<file path="src/rtl/r200_wb.sv">
// r200 writeback stage: captures execute results, runs the data-memory
// handshake for loads/stores and drives the register-file write port.
module r200_wb (
    input  logic        clk,
    input  logic        rst_n,
    input  logic        in_valid,
    output logic        in_ready,
    input  logic [31:0] in_alu,
    input  logic [31:0] in_pcp4,
    input  logic [31:0] in_rs2,
    input  logic [4:0]  in_rd,
    input  logic        in_regwr,
    input  logic        in_memwr,
    input  logic [1:0]  in_wbsel,
    output logic        dm_req,
    output logic        dm_we,
    output logic [31:0] dm_addr,
    output logic [31:0] dm_wdata,
    input  logic        dm_ack,
    input  logic [31:0] dm_rdata,
    output logic        regwr_out,
    output logic [4:0]  rdaddr_out,
    output logic [31:0] reg_win
);

    typedef enum logic [1:0] {
        IDLE,
        MEM,
        WB
    } state_t;

    state_t      state;
    logic [31:0] cap_alu;
    logic [31:0] cap_pcp4;
    logic [31:0] cap_rs2;
    logic [31:0] ld_data;
    logic [4:0]  cap_rd;
    logic        cap_regwr;
    logic        cap_memwr;
    logic [1:0]  cap_wbsel;
    logic        xfer;
    logic        is_mem;

    assign in_ready = (state != MEM);
    assign xfer     = in_valid & in_ready;
    assign is_mem   = in_memwr | (in_wbsel == 2'b01);

    always_ff @(posedge clk or negedge rst_n) begin
        if (!rst_n) begin
            state     <= IDLE;
            cap_alu   <= '0;
            cap_pcp4  <= '0;
            cap_rs2   <= '0;
            ld_data   <= '0;
            cap_rd    <= '0;
            cap_regwr <= 1'b0;
            cap_memwr <= 1'b0;
            cap_wbsel <= 2'b00;
        end else begin
            // capture only outside MEM, so the request fields stay stable
            if (xfer) begin
                cap_alu   <= in_alu;
                cap_pcp4  <= in_pcp4;
                cap_rs2   <= in_rs2;
                cap_rd    <= in_rd;
                cap_regwr <= in_regwr;
                cap_memwr <= in_memwr;
                cap_wbsel <= in_wbsel;
            end
            unique case (state)
                IDLE, WB: begin
                    if (xfer) state <= is_mem ? MEM : WB;
                    else      state <= IDLE;
                end
                MEM: begin
                    if (dm_ack) begin
                        ld_data <= dm_rdata;
                        state   <= WB;
                    end
                end
                default: state <= IDLE;
            endcase
        end
    end

    assign dm_req     = (state == MEM);
    assign dm_we      = dm_req & cap_memwr;
    assign dm_addr    = cap_alu;
    assign dm_wdata   = cap_rs2;
    assign regwr_out  = (state == WB) & cap_regwr & ~cap_memwr
                        & (cap_rd != 5'd0);
    assign rdaddr_out = cap_rd;

    always_comb begin
        reg_win = cap_alu;
        unique case (1'b1)
            (cap_wbsel == 2'b01): reg_win = ld_data;
            (cap_wbsel == 2'b10): reg_win = cap_pcp4;
            default:              reg_win = cap_alu;
        endcase
    end

endmodule

</file>
<file path="config.mk">
export PLATFORM = sky130hd
export DESIGN_NAME = r200_wb
export DESIGN_NICKNAME = d
export VERILOG_FILES = /design/src/rtl/r200_wb.sv
export SDC_FILE = /design/constraint.sdc
export NUM_CORES = 1
export LEC_CHECK = 0
export ABC_CLOCK_PERIOD_IN_PS = 2100
export CAP_MARGIN = 0
export CORE_MARGIN = 5
export CORE_UTILIZATION = 35
export CTS_BUF_LIST = sky130_fd_sc_hd__clkbuf_16
export DETAILED_ROUTE_END_ITERATION = 8
export PLACE_DENSITY = 0.65
export REMOVE_ABC_BUFFERS = 1
export SYNTH_ARGS = -nofsm -noshare
export SYNTH_HDL_FRONTEND = slang
export SYNTH_SLANG_ARGS = --single-unit
</file>
<file path="constraint.sdc">
create_clock -name clk -period 2.1 [get_ports clk]
set_clock_uncertainty 0.1 [all_clocks]
set_input_delay 0.315 -clock clk [delete_from_list [all_inputs] [get_ports clk]]
set_output_delay 0.315 -clock clk [all_outputs]
set_load 0.01 [all_outputs]
</file>
==> results.cfg, run 1 <==
[cells_and_area]
diodes = 0
layout_common_cells = clkdlybuf4s50_1, dfrtp_1, mux2_4
fin_area_mm2 = 0.0100
synthToLayoutAreaGrowth_pct = 61.3
final_util_pct = 57.6
drive_gt1_share_pct = 43.1
final_common_cell = clkdlybuf4s50_1
final_nets = 824

[synth]
yosysTopAreaCell = dfrtp_1
syn_inst = 417
ys_ff_latch = 139
synthTopCellsByArea = dfrtp_1, mux2_4, mux2_2
synth_warnings = 0
synth_top_cell_area_share_pct = 56.1
synth_area_mm2 = 0.00620
ys_seq_area_share_pct = 56.1
syn_avg_cell_area_um2 = 14.9
synth.distinct_cells = 23

[worst_setup_path]
cp-start-kind = register
crit_fanout = 9
crit_slowest_cell = dfrtp_1
crit_path_cell_trace = inv_2 > ha_4 > buf_12 > clkbuf_16 > o21ai_1 > buf_2
cp.required_ns = 1.68
max_stage_delay_ns = 0.39
arrival_ns = 1.72
worstSetupPathType = register to primary output
worst_setup_path_end_kind = primary output

[die]
io_pins = 246
dieHeight_um = 143
start_util_pct = 35.7
rows = 48
die_area_mm2 = 0.0205
dieWidth_um = 143
core_mm2 = 0.0174

[sta]
fin_crit_sh_pct = 102
relSlewSlack_pct = 74.0
fmax_ghz = 0.468
setup_violations = 26
rsz0062_at_grt = true
layout_setup_ws_ns = -0.0378
report.final.slew_viol_count = 0
tightestPinTransition_ns = 0.390
hold_viol_final = 0
min_period_ns = 2.14

[grt]
grt_first_pass_wirelength_um = 26800
antenna_found_initial = 0
grt_use_total_pct = 16.8
grt_pass1_vias = 4936
grt_max_degree = 72
overflow = 0

[worst_hold_path]
hp-class = input pin to asynchronous set/reset pin

[routing]
dr.pass1.iters = 4
wirelength_um = 18000
drt-initial-drc-count = 94
final_antenna_net_count = 0
routedWlPerCell_um = 19.6
via_per_inst = 4.86
drc = 0
vias = 4464

[cts]
clkSlewWorstSetupHoldPaths_ns = 0.06
clock_sinks = 139
cts_root_buf = clkbuf_16
clock_latency_ns = 0.41
cts_max_level = 4
cts_buffers = 17
cts_tree = yes
cts_max_path_buffers = 2

[pwr]
peakVddDrop_uv = 602
powerDensity_mw_per_mm2 = 1120
p_leak_nw = 4.42

[job]
drv_cap = 0

[status]
status = finished, violations left
violations = negative setup slack

[placement]
dp_hpwl_um = 12000
placed_area_mm2 = 0.00893
gp_congestion = 0.766
io_buffer_count = 245
==> cell type report <==
type                       instances  area (um^2)
timing repair buffer             272         2820
inverter                           4         15.0
sequential                       139         3480
fill                            1418         7350
tap                              225          282
multi-input combinational        247         2780
clock buffer                      17          425
clock inverter                    14          206
==> sequential cells by signal (all words and copies together), names as in the netlist <==
| name | cells |
|---|---|
| cap_memwr | 1 |
| cap_pcp4 | 32 |
| cap_regwr | 1 |
| cap_wbsel | 2 |
| dm_addr | 32 |
| dm_wdata | 32 |
| ld_data | 32 |
| rdaddr_out | 5 |
| state | 2 |
==> cells by family (layout without fill, tap and decap cells) <==
kind of cell / after synthesis / in the layout / synth area share [%]
flip-flops: 139 / 139 / 56.1
multiplexers: 137 / 137 / 29.6
AO/OA/AOI/OAI: 68 / 68 / 6.86
AND/OR/NAND/NOR: 40 / 40 / 3.05
buffers and inverters: 31 / 307 / 3.97
adder cells (fa/ha/maj): 2 / 2 / 0.403
==> power by group <==
| part | leakage, nW | switching [mW] | internal (mW) |
|---|---|---|---|
| Clock | 0.310 | 1.13 | 2.09 |
| Sequential | 1.63 | 0.490 | 3.34 |
| Combinational | 2.48 | 1.66 | 2.50 |
| Total | 4.42 | 3.28 | 7.92 |
==> per-stage QoR <==
step | cells | hold WS, ns | setup TNS (ns) | total power [mW] | worst slack [ns]
after floorplan | 390 | -0.0806 | -3.18 | 5.44 | -0.0992
after global placement | 873 | 0.247 | -0.0285 | 7.32 | -0.0130
after detailed placement | 873 | 0.253 | -0.918 | 7.40 | -0.0895
after CTS | 906 | 0.370 | -3.02 | 10.7 | -0.152
after global routing | 918 | 0.386 | -2.91 | 11.8 | -0.129
final | 918 | 0.364 | -0.446 | 11.2 | -0.0378
==> routing by layer <==
layer  wire length [um]  vias to the layer above  track usage [%]  part of all wire, %
li1                   -                     2027                -                    -
met1               6890                     2239             19.4                   38
met2               9050                      180             28.3                   50
met3               1790                       18             7.70                  9.9
met4                303                        0             4.95                  1.7
met5                  0                        -                0                    0
==> final timing paths <==
kind	startpoint	end	slack (ns)	cells past startpoint
min in group clk	dm_wdata[15]	dm_wdata[15]	0.40	1
max in group asynchronous	rst_n	dm_wdata[15]	1.20	3
min reg2reg	dm_wdata[15]	dm_wdata[15]	0.40	1
max reg2reg	state[0]	dm_addr[18]	0.42	5
max	cap_wbsel[0]	reg_win[27]	-0.04	6
min	rst_n	dm_addr[8]	0.36	3
==> cells in the mapped netlist <==
master,number
a22oi_1,32
nor2b_1,1
nor3_1,1
mux2_2,58
o21ai_0,33
nand2_1,32
nand2_4,2
a21oi_1,1
o22ai_1,1
inv_1,3
dfrtp_1,139
clkbuf_1,13
buf_12,5
o41ai_1,1
buf_6,4
and2_1,1
or4bb_1,1
inv_2,1
ha_1,2
buf_4,5
mux2_4,79
nand2b_4,1
nor2_1,1
==> worst max-delay path, delay by kind of cell, from the launching register on <==
kind                     cells  cell delay [ns]
buffers and inverters        4             0.53
flip-flops                   1             0.39
adder cells (fa/ha/maj)      1             0.26
AO/OA/AOI/OAI                1             0.13
==> repair_timing <==
item | 4_1_cts | 5_1_grt
setup endpoints to repair | 34 | 34
gates cloned | 1 | 8
pin swaps | 1 | 9
buffers inserted | 0 | 4
hold buffers | 1 | 0
resized for setup | 149 | 118
hold endpoints to repair | 139 | 0
Power figures use the tool's default switching activity.
==> run 2: changes to the inputs <==
- GPL_TIMING_DRIVEN: unset -> 0
==> results.cfg, run 2 (same netlist as run 1, synthesis figures left out) <==
[cts]
clock_sinks = 139
cts_buffers = 17
cts_tree = yes
cts_max_level = 4
cts_max_path_buffers = 2
clock_latency_ns = 0.41
clkSlewWorstSetupHoldPaths_ns = 0.06
cts_root_buf = clkbuf_16

[routing]
routedWlPerCell_um = 19.9
vias = 4387
wl_met1_um = 7580
dr_wl_met2_um = 8940
top_layer = met4
drt-initial-drc-count = 103
met3WireLength_um = 1490
dr.pass1.iters = 4
wirelength_um = 18200
final_antenna_net_count = 0
via_per_inst = 4.79
drc = 0

[worst_setup_path]
r2r-start = state[1]
rrSetupSlack_ns = 0.17
cpLargestDelayFamily = buffers and inverters
arrival_ns = 1.75
reg2reg_depth = 4
max_stage_delay_ns = 0.40
crit_fanout = 8
cp.required_ns = 1.68
crit_slowest_cell = dfrtp_1
worstSetupPathType = register to primary output
crit_path_cell_trace = inv_2 > ha_4 > buf_12 > buf_4 > a22oi_1 > o21ai_1 > buf_2
rr_endpoint = dm_addr[22]
worst_setup_path_end_kind = primary output
cp-start-kind = register
worst-path-buf-inv = 4

[grt]
antenna_found_initial = 0
grt_pass1_vias = 4888
grt_max_degree = 98
overflow = 0
grt_use_total_pct = 17.1
grt_first_pass_wirelength_um = 27200

[sta]
hold_viol_final = 0
setup_violations = 20
report.final.slew_viol_count = 0
layout_setup_ws_ns = -0.0641
rsz0062_at_grt = true
tightestPinTransition_ns = 0.705
fin_crit_sh_pct = 103
relSlewSlack_pct = 53.0
fmax_ghz = 0.462
min_period_ns = 2.16
hold_ws_ns = 0.322

[die]
rows = 48
die_area_mm2 = 0.0205
start_util_pct = 35.7
core_mm2 = 0.0174
dieWidth_um = 143
dieHeight_um = 143
io_pins = 246

[cells_and_area]
drive_gt1_share_pct = 38.1
diodes = 0
final_common_cell = clkdlybuf4s50_1
synthToLayoutAreaGrowth_pct = 56.7
layout_common_cells = clkdlybuf4s50_1, dfrtp_1, mux2_4
final_nets = 820

[job]
drv_cap = 0

[pwr]
powerDensity_mw_per_mm2 = 1100
power_mw = 10.7
p_leak_nw = 4.27
peakVddDrop_uv = 526

[placement]
gp_congestion = 0.769
dp_hpwl_um = 11500
io_buffer_count = 245

[status]
violations = negative setup slack
status = finished, violations left

[worst_hold_path]
hp-class = input pin to asynchronous set/reset pin
-- run 2: changes by cell type in the layout (fill, tap and decap cells not counted), moves of 3 or more --
cell,previous run,this run
nand2_1,9,32
nand2_2,19,0
o21ai_2,14,1
o21ai_1,18,30
buf_12,14,7
nand2_4,6,1
buf_4,3,6
-- run 2: metal layers --
layer  track usage (%)  vias up
met5                 0        -
li1                  -     2023
met4              5.80        0
met1              21.0     2176
met2              28.0      170
met3              5.99       18
-- run 2: worst max path at each step --
stage                       end  depth (start not counted)         start
floorplan            reg_win[0]                          3  cap_wbsel[0]
global placement    dm_wdata[9]                          1         rst_n
detailed placement  reg_win[15]                          5  cap_wbsel[0]
CTS                 reg_win[27]                          5  cap_wbsel[1]
global route        reg_win[28]                          7  cap_wbsel[0]
finish              reg_win[14]                          7  cap_wbsel[0]
-- run 2: stage by stage --
step	setup slack (ns)	util (%)	area, um^2	setup TNS (ns)	std cells
after CTS	-0.153	55.0	9550	-1.43	906
final	-0.0641	56.0	9720	-0.426	915
after floorplan	-0.0992	-	5970	-3.18	390
after global routing	-0.148	56.0	9720	-2.95	915
after global placement	-4.88	50.2	8710	-774.75	860
after detailed placement	-0.513	50.7	8800	-18.97	863
-- run 2: final cells by class --
cell class | count | area [um^2]
inverters | 4 | 15.0
well taps | 225 | 282
multi-input cells | 247 | 2670
flip-flops and latches | 139 | 3480
clock buffers | 17 | 425
fillers | 1407 | 7630
clock inverters | 15 | 176
repair buffers | 268 | 2680
-- run 2: repair_timing --
action / 4_1_cts / 5_1_grt
resized for setup: 166 / 53
endpoints found under the setup margin: 34 / 33
gates cloned: 0 / 4
pin swaps: 5 / 10
hold endpoints to repair: 53 / 0
hold buffers: 1 / 0
setup buffers: 10 / 5
-- run 2: where the power goes --
part | total, mW | internal [mW] | leakage, nW | switching, mW
logic | 3.77 | 2.24 | 2.36 | 1.53
clock network | 3.08 | 1.87 | 0.288 | 1.21
registers | 3.80 | 3.34 | 1.63 | 0.466
total | 10.7 | 7.45 | 4.27 | 3.21
